<file path="src/rtl/ripple_count_sampler.sv">
// Synchronises and de-glitches a 4-bit ripple counter, extends it with a wrap epoch,
// and serves snapshots over valid/ready. RIPPLE_SAMPLER_QBAR_EN selects a Q_bar input.
module ripple_count_sampler #(
    parameter int CNT_W         = 4,
    parameter int EPOCH_W       = 8,
    parameter int STABLE_CYCLES = 2
) (
    input  logic                     clk,
    input  logic                     reset,
    input  logic [CNT_W-1:0]         q_in,
    input  logic                     sample_req,
    input  logic                     sample_ready,
    output logic                     sample_valid,
    output logic [EPOCH_W+CNT_W-1:0] sample_data,
    output logic                     stable,
    output logic                     wrap_pulse
);

    localparam logic [3:0] LP_SC = 4'(STABLE_CYCLES);

`ifdef RIPPLE_SAMPLER_QBAR_EN
    localparam logic [CNT_W-1:0] LP_SYNC_RST = '1;
`else
    localparam logic [CNT_W-1:0] LP_SYNC_RST = '0;
`endif

    typedef enum logic [1:0] {
        S_IDLE,
        S_WAIT,
        S_HOLD
    } state_t;

    logic [CNT_W-1:0]         r_sync1;
    logic [CNT_W-1:0]         r_sync2;
    logic [CNT_W-1:0]         r_cand;
    logic [3:0]               r_cnt;
    logic [CNT_W-1:0]         r_stable_val;
    logic [EPOCH_W-1:0]       r_epoch;
    logic                     r_wrap;
    logic                     r_valid;
    logic [EPOCH_W+CNT_W-1:0] r_data;
    state_t                   r_state;
    state_t                   w_next;
    logic                     w_capture;
    logic                     w_release;
    logic [CNT_W-1:0]         w_dec;
    logic [3:0]               w_cnt_inc;

`ifdef RIPPLE_SAMPLER_QBAR_EN
    assign w_dec = ~r_sync2;
`else
    assign w_dec = r_sync2;
`endif

    assign w_cnt_inc = r_cnt + 4'd1;
    assign stable    = (r_cnt == LP_SC);

    always_ff @(posedge clk or posedge reset) begin
        if (reset) begin
            r_sync1 <= LP_SYNC_RST;
            r_sync2 <= LP_SYNC_RST;
        end else begin
            r_sync1 <= q_in;
            r_sync2 <= r_sync1;
        end
    end

    // A value is accepted only once it has been seen STABLE_CYCLES+1 times in a row.
    always_ff @(posedge clk or posedge reset) begin
        if (reset) begin
            r_cand       <= '0;
            r_cnt        <= '0;
            r_stable_val <= '0;
            r_epoch      <= '0;
            r_wrap       <= 1'b0;
        end else begin
            r_wrap <= 1'b0;
            if (w_dec != r_cand) begin
                r_cand <= w_dec;
                r_cnt  <= '0;
            end else if (r_cnt < LP_SC) begin
                r_cnt <= w_cnt_inc;
                if (w_cnt_inc == LP_SC) begin
                    r_stable_val <= r_cand;
                    if (r_cand < r_stable_val) begin
                        r_epoch <= r_epoch + EPOCH_W'(1);
                        r_wrap  <= 1'b1;
                    end
                end
            end
        end
    end

    always_comb begin
        w_next    = r_state;
        w_capture = 1'b0;
        w_release = 1'b0;
        unique case (r_state)
            S_IDLE: begin
                if (sample_req) begin
                    if (stable) begin
                        w_capture = 1'b1;
                        w_next    = S_HOLD;
                    end else begin
                        w_next = S_WAIT;
                    end
                end
            end
            S_WAIT: begin
                if (stable) begin
                    w_capture = 1'b1;
                    w_next    = S_HOLD;
                end
            end
            S_HOLD: begin
                if (sample_ready) begin
                    w_release = 1'b1;
                    w_next    = S_IDLE;
                end
            end
            default: w_next = S_IDLE;
        endcase
    end

    always_ff @(posedge clk or posedge reset) begin
        if (reset) begin
            r_state <= S_IDLE;
            r_valid <= 1'b0;
            r_data  <= '0;
        end else begin
            r_state <= w_next;
            if (w_capture) begin
                r_valid <= 1'b1;
                r_data  <= {r_epoch, r_stable_val};
            end else if (w_release) begin
                r_valid <= 1'b0;
            end
        end
    end

    assign sample_valid = r_valid;
    assign sample_data  = r_data;
    assign wrap_pulse   = r_wrap;

endmodule

</file>
<file path="config.mk">
export PLATFORM = sky130hd
export DESIGN_NAME = ripple_count_sampler
export DESIGN_NICKNAME = d
export VERILOG_FILES = /design/src/rtl/ripple_count_sampler.sv
export SDC_FILE = /design/constraint.sdc
export NUM_CORES = 1
export LEC_CHECK = 0
export CAP_MARGIN = 20
export CELL_PAD_IN_SITES_DETAIL_PLACEMENT = 1
export CELL_PAD_IN_SITES_GLOBAL_PLACEMENT = 2
export CORE_MARGIN = 2
export CORE_UTILIZATION = 38
export CTS_CLUSTER_DIAMETER = 150
export CTS_CLUSTER_SIZE = 16
export DETAILED_ROUTE_END_ITERATION = 8
export DONT_BUFFER_PORTS = 1
export PLACE_DENSITY = 0.76
export SYNTH_ARGS = -nofsm -noshare
export SYNTH_HDL_FRONTEND = slang
export SYNTH_SLANG_ARGS = --single-unit
</file>
<file path="constraint.sdc">
create_clock -name clk -period 1.8 [get_ports clk]
set_input_delay 0.36 -clock clk [delete_from_list [all_inputs] [get_ports clk]]
set_output_delay 0.36 -clock clk [all_outputs]
set_load 0.005 [all_outputs]
</file>
Word level (Yosys, flattened, before mapping)
Index checks and enable logic that the tools add are counted.

storage, ports and cells
  output and inout bits = 15
  flip-flop bits (word level) = 44
  logic and storage cells = 47
  input bits = 8

operators by class
  $lt $le $gt $ge = 2
  reductions and logical operators = 6
  multiplexer cells = 18
  bitwise logic cells = 1
  equality and inequality tests = 8
  $add $sub $neg = 2

operators by type and width
  kind                                                         number
  2-to-1 mux 1 bit                                             10
  adder 8 x 1 -> 8 bit (second input constant)                 1
  equality test 4 x 2 -> 1 bit (second input constant)         2
  2-to-1 mux 2 bit                                             4
  2-to-1 mux 4 bit                                             2
  inequality test 2 bit (second input constant)                3
  case mux 2 bit (3 select lines)                              1
  AND reduction 3 bit                                          2
  adder 4 x 1 -> 4 bit (second input constant)                 1
  less-than comparator 4 x 2 -> 1 bit (second input constant)  1
  less-than comparator 4 bit                                   1
  inequality test 4 bit                                        1
  AND reduction 4 bit                                          1
  nonzero test 2 bit                                           2
  equality test 2 x 1 -> 1 bit (second input constant)         1
  equality test 2 bit (second input constant)                  1
  zero test 2 bit                                              1
  case mux 1 bit (2 select lines)                              1
  NOT 1 bit                                                    1

Logic depth before layout (Yosys ltp)
  word-level depth = 5
  depth in mapped cells = 7

Worst setup path before layout
OpenSTA, ideal clock, no wires.

  path kind = register to register
  start point = register r_cand[3]
  end point = register r_epoch[1]
  data arrival time = 1.626 ns
  slack = 0.050 ns
  data required time = 1.675 ns
  period minus slack after synthesis = 1.750 ns
  cell stages (with the launch flop) = 6
  library setup time = 0.125 ns
  buffers on the path = 0
  path through = dfrtp_1 > ha_1 > a21oi_1 > nand4b_1 > nor3_4 > mux2_2

between the ends
  longest elaborated chain between the ends = 3

ends and longest elaborated chain
  element                                                             RTL line  source
  from (decl)                                                         35        logic [CNT_W-1:0] r_cand;
  from (signal assigned)                                              79        r_cand <= w_dec;
  branches (longest 2 deep; another with less-than comparator 4 bit)  -
  AND reduction 4 bit (no line) (*)                                   -
  to (signal assigned)                                                86        r_epoch <= r_epoch + EPOCH_W'(1);
  to (decl)                                                           38        logic [EPOCH_W-1:0] r_epoch;

Every way passes the cells marked *.
A chain may end at the register's enable or synchronous reset.

Worst setup path after layout
  start point = register r_cand[1]
  end point = register r_epoch[7]

Same word-level chain as after synthesis.

==> results.md <==
* Post-synthesis mux area share at between 8 and 9%
* Worst Setup SP: r_cand[1]
* Final setup viols at 0
* Final core utilization at between 40 and 50%
* Via count at roughly 1000
* Core Box Area at between 4000 and 5000 µm²
* Leak pwr at approximately 0.96 nW
* IO Pins at 23
* Final cell count without fillers at just under 200
* Pwr Density at 946 nW/µm²
* CTS buffer count at 5
* Initial antenna violation count at 0
* DR DRC count at 0
* Hold Vio Cnt, Final at 0
* Vias in the first global route at 1086
* Die H at 72.1 µm
* Mean Syn Cell Area at 13.3 µm²
* Crit-path max FO at 5
* Max-Cap Viols at 0
* Final critical-path share of the clock period at a little over nine tenths
* Slew Viols, Final at 0
* Adder-cell share of the synthesized area at under 10%
* VDD IR max at 580 µV
* YS warnings at 0
* Final Wtd Congestion at 0.821
* Reg-to-Reg Start: r_cand[1]
* Most frequent cells in the layout: 44 x dfrtp_1, 13 x mux2_2, 9 x nor2_1
* Slew margin rel. at between 60% and 70%
* Starting Density at between 30 and 40%
* Crit path DAT at 1.94 ns
* Synth Area in XOR/XNOR at 5.96%
* Antenna cells at 0
* CTS clk-pin slew, worst paths at roughly 0.080 ns
* Die W at 72.1 µm
* CTS hold repair buffers at 0
* Area fraction in and, or, nand and nor cells after synthesis at 10.9%
* CTS Buffer Depth at 2
* Register area at approximately 1100 µm²
* Area grow syn2layout at 15.1%
* TritonCTS clock tree: yes
* Largest family of logic cells by synthesized area: simple AND/OR/NAND/NOR gates
* Hold Crit Class: primary input to register
* Detailed Routing Iterations Pass 1 at 2
* Layout cells sized above 1 at 29.0%
* First-pass GRT wire length at roughly 5.3 mm
* Worst Max-Slew Pin Slew at between 0.5 and 0.6 ns
* Setup TNS at 0 ns
* Fmax at around 570 MHz
* Final worst setup slack at 0.0423 ns
* Cells after DPL at between 150 and 200
* Initial DRC count at 32
* Pre-CTS WS at -0.00641 ns
* Cell area after synthesis at between 1500 and 2000 µm²
* Pwr Total at 1.92 mW
* CP endpoint kind: register
* Post-Syn Nets at around 150
* Finished Cell Area at just over 2000 µm²
* RSZ-0062 raised after global routing: true
* Post-route ant nets at 0
* Hold WS at between 0.08 and 0.09 ns
* Largest net degree at the start of global routing at 45
* Sequential fraction of the synthesis area at between 60% and 70%
* Grt total ovfl at 0
* HP Start: q_in[2]
* Fill cells at 450
* Clk_lat worst skew at between 0.2 and 0.3 ns
* Layout Nets at roughly 160
* Critical Path Source Type: register
* Library cells used by synthesis at 30
* Placed cell area at around 1900 µm²
* Root buffer selected by CTS: clkbuf_8
* Cell row count at 24
* Synth Register Bits at between 40 and 50
* CTS sink count at 44
* CP required at just under 2 ns
* H-tree depth at 2
* Via density at 5.06
* Tmin final at between 1.5 and 2 ns
* GRT Util Overall at a little over an eighth
* WS Path Type: register to register
* Status: completed
* HPWL after DPL at ~2.1 mm
* Multi-input logic area at roughly 650 µm²
* Clk_skew at between 0.003 and 0.004 ns
* Die area at between 5000 and 6000 µm²
* Most common cell after layout, fill and taps aside: dfrtp_1
* Post-synthesis cell count at about 130
* Drt wl/cell at ~16 µm
* DRT Wirelength at between 3 and 4 mm
* Synth Area in Compound Gates at under 10%
* Port Buffers at 0
-- path summary, 6_finish.rpt --
| path | endpoint | slack (ns) | cells after the start |
|---|---|---|---|
| worst max register to register | r_epoch[7] | 0.04 | 7 |
| max in group asynchronous | r_epoch[5] | 1.35 | 2 |
| worst min-delay path | r_sync1[2] | 0.08 | 0 |
| min in group asynchronous | r_sync2[1] | 0.09 | 2 |
| worst max-delay path | r_epoch[7] | 0.04 | 7 |
| worst min register to register | r_sync2[2] | 0.36 | 0 |
-- logic make-up after synthesis --
logic type	Yosys count
AOI/OAI and AO/OA	10
xor gates and xnor gates	12
adders and majority gates	7
buffers and inverters	14
DFF	44
muxes	14
and+or+nand+nor	32
-- report_power, final --
| group | leakage [nW] | internal, mW | total, mW | switching (mW) |
|---|---|---|---|---|
| Sequential | 0.579 | 1.03 | 1.06 | 0.0286 |
| Clock | 0.0541 | 0.411 | 0.746 | 0.336 |
| Combinational | 0.326 | 0.0519 | 0.117 | 0.0655 |
-- per-layer routing --
layer  vias up  global-route usage (%)  part of all wire (%)
li1        466                       -                     -
met1       501                    18.0                    46
met2        25                    20.7                    47
met3         5                    5.00                   5.8
met4         0                    5.66                   1.2
met5         -                       0                     0
-- cells in the mapped netlist (all sizes together) --
cell | number | area share, %
nor3 | 3 | 1.8
dlygate4sd3 | 1 | 0.57
a21o | 1 | 0.43
nand3b | 1 | 0.43
nand2 | 8 | 1.7
nor3b | 1 | 0.43
clkbuf | 3 | 0.64
nor4 | 1 | 0.36
and4bb | 1 | 0.92
o21ai | 4 | 1.1
nand4 | 3 | 1.4
o211ai | 1 | 0.43
a31oi | 1 | 0.36
nand4b | 1 | 0.50
nand3 | 2 | 0.57
inv | 9 | 1.9
nor2 | 9 | 1.9
or3 | 1 | 0.36
buf | 1 | 0.28
xor2 | 2 | 0.99
and4 | 1 | 0.50
a21oi | 2 | 0.57
dfrtp | 44 | 62
xnor2 | 10 | 5.0
o32ai | 1 | 0.50
ha | 7 | 5.0
mux2 | 14 | 8.9
-- cell type report --
class / instances / share of cell area [%]
clock buffers: 5 / 3.39
inverters: 9 / 1.66
clock inverters: 3 / 2.10
well taps: 52 / 3.21
repair buffers: 9 / 3.51
multi-input cells: 75 / 31.9
flip-flops and latches: 44 / 54.3
-- critical path, stage by stage, from the launching register on --
cell and delay, ns:
dfrtp_1 0.41, ha_1 0.30, o211ai_1 0.16, nor2_1 0.12, nor3_4 0.30, buf_6 0.17, nand2_2 0.07, xnor2_1 0.13
-- repair_timing --
item,4_1_cts,5_1_grt
pin swaps,4,7
resized for setup,5,5
buffers inserted,0,1
setup endpoints to repair,1,9
-- flip-flops by register name, summed over array words and instances (netlist names) --
name and cells:
r_state 2, r_cand 4, r_stable_val 4, wrap_pulse 1
sample_data 12, r_epoch 8, sample_valid 1, r_cnt 4
r_sync2 4, r_sync1 4
(Power assumes the default switching activity.)
==> variant (same flow settings) <==
Re-encode `state_t` (3 states) as one-hot, 3 bits wide.
--- a/src/rtl/ripple_count_sampler.sv
+++ b/src/rtl/ripple_count_sampler.sv
@@ -24,10 +24,10 @@
     localparam logic [CNT_W-1:0] LP_SYNC_RST = '0;
 `endif
 
-    typedef enum logic [1:0] {
-        S_IDLE,
-        S_WAIT,
-        S_HOLD
+    typedef enum logic [2:0] {
+        S_IDLE = 3'b001,
+        S_WAIT = 3'b010,
+        S_HOLD = 3'b100
     } state_t;
 
     logic [CNT_W-1:0]         r_sync1;
Behaviour: no difference found for any inputs over 10 cycles, from zero or initial values and one cycle with reset high; not proved beyond that.
==> variant against the unedited design <==
  * Non-clock buffer count up 3
  * Wire length up 2.1%
  * Worst setup slack better by 15 ps
  * Synthesized area up 11%
  * Sequential cell count up 1
  * Global-route usage down 1.2 points
  * Cell area up 12%
  * Highest routed layer unchanged
Power is not compared: it rests on default switching activity, and its combinational part moved more than twofold at a synthesized area within 25%.
==> variant: results (changes against the unedited design) <==
Synthesis
  – Biggest area contributors in the synthesized netlist: sky130_fd_sc_hd__dfrtp_1 56%, sky130_fd_sc_hd__mux2_1 8.1%, sky130_fd_sc_hd__ha_1 4.5%
  – Area fraction in compound gates after synthesis: 0.0315 (-0.00262)
  – Fraction of synthesis flops using an asynchronous set or reset pin: 1.00 (unchanged)
  – XOR/XNOR share of the synthesized area: 0.0578 (-0.00185)
  – Top cells by instance count after synthesis: 44 x sky130_fd_sc_hd__dfrtp_1, 14 x sky130_fd_sc_hd__mux2_1, 10 x sky130_fd_sc_hd__inv_1
  – Mux contribution to synthesized area: 0.0982 (+0.00878)
  – Post-synthesis adder-cell area fraction: 0.0449 (-0.00475)
  – Yosys synthesis warning count: 0 (unchanged)
  – Number of library cell types mapped by synthesis: 39 (+30%)
  – Sequential element share of the synthesized area: 0.578 (-0.0463)
  – Average instance area after synthesis: 13.7 µm² (+3.6%)
  – Net count after synthesis: 157 (+6.1%)

Hold path
  – Hold Path Sink: r_sync1[3]$_DFF_PP0_
  – Worst Min Path Start: q_in[3]

GRT
  – Antenna violations before repair: 0 (unchanged)
  – Routing usage on met1: 0.155 (-0.0252)
  – GR Util met2: 0.208 (+0.000798)
  – Met3 track demand over resource: 0.0370 (-0.0130)
  – Global-route wire length before repair: 5230 µm (-1.8%)
  – GR Util All Layers: 0.125 (-0.0122)
  – Pin count of the biggest net entering global routing: 34 (-24%)

Detailed routing
  – Final routed wire length divided by cell count: 14.4 µm (-11%)
  – Pre-Repair DR Iteration Count: 4 (+2)
  – Met1 layer wirelength in the final routing: 1420 µm (-3.4%)
  – Routed wl met3: 155 µm (-16%)
  – Via Count: 1080 (+8.3%)
  – First DRT Iteration DRCs: 40 (+25%)
  – Met2 layer wire length in the routed design: 1640 µm (+9.1%)

Placement
  – Minimum setup slack after placement: -50.0 ps (-43.6 ps)
  – Half-perimeter wire length of the detailed placement result: 2340 µm (+10%)
  – Final Wtd Congestion: 0.730 (-11%)
  – Post-DP Area: 0.00210 mm² (+13%)
  – Count of port buffers added during placement: 0 (unchanged)
  – Total instance count after detailed placement: 215 (+14%)

Worst setup path
  – Worst endpoint data arrival time: 1920 ps (-20 ps)
  – Worst setup path endpoint: r_epoch[1]$_DFFE_PP0P_
  – Critical-path maximum fanout: 7 (+2)
  – Slowest stage delay, CP: 390 ps (-20 ps)
  – Number of cells traversed by the worst register-to-register path: 6 (-1)
  – Largest delay share family, worst path: flip-flops

Timing
  – Transition at the pin with the smallest max-transition slack: 486 ps (-59.8 ps)
  – Worst setup margin: 57.8 ps (+15.5 ps)
  – Setup skew after layout: 7.92 ps (+4.35 ps)
  – Final-layout worst hold slack: 95.8 ps (+10.8 ps)

Pwr
  – Worst vdd rail ir drop: 0.000372 V

Layout
  – # fillers: 507 (+13%)
  – Ratio of cells with drive above 1 in the final layout: 0.263 (-0.0268)
  – # nets final: 170 (+6.9%)
  – Finished Layout Cells: 226 (+15%)

CTS
  – Clock slew at reported path FFs: 70 ps
  – H-tree level count: 2 (unchanged)

Status
  – Outcome: completed
[variant: cell count changes after synthesis, sizes merged, moves of 3 or more]
cell and change:
xnor2 -5, xor2 +5, mux2 +3, nand2 -3
nor4 +4
[variant: timing repair]
| action | in CTS | in global routing |
|---|---|---|
| endpoints found under the hold margin | 11 | 0 |
| hold buffers | 1 | 0 |
| setup buffers | 2 | 0 |
| pin swaps | 3 | 7 |
| endpoints found under the setup margin | 3 | 6 |
| gates resized for setup | 1 | 10 |
[variant: power by group]
group / internal (mW) / leakage (nW) / switching, mW
logic: 0.118 / 0.425 / 0.124
registers: 1.07 / 0.594 / 0.0503
clock network: 0.275 / 0.0385 / 0.313
total: 1.47 / 1.06 / 0.487
[variant: layout make-up]
cell class                      instances  area, µm²  area share
Inverter                               11       41.3      0.0181
Sequential cell                        45       1130       0.495
Clock buffer                            7       76.3      0.0335
Timing Repair Buffer                   12        138      0.0605
Tap cell                               70       87.6      0.0385
Multi-Input combinational cell         80        798       0.351
Clock inverter                          1       7.51     0.00330
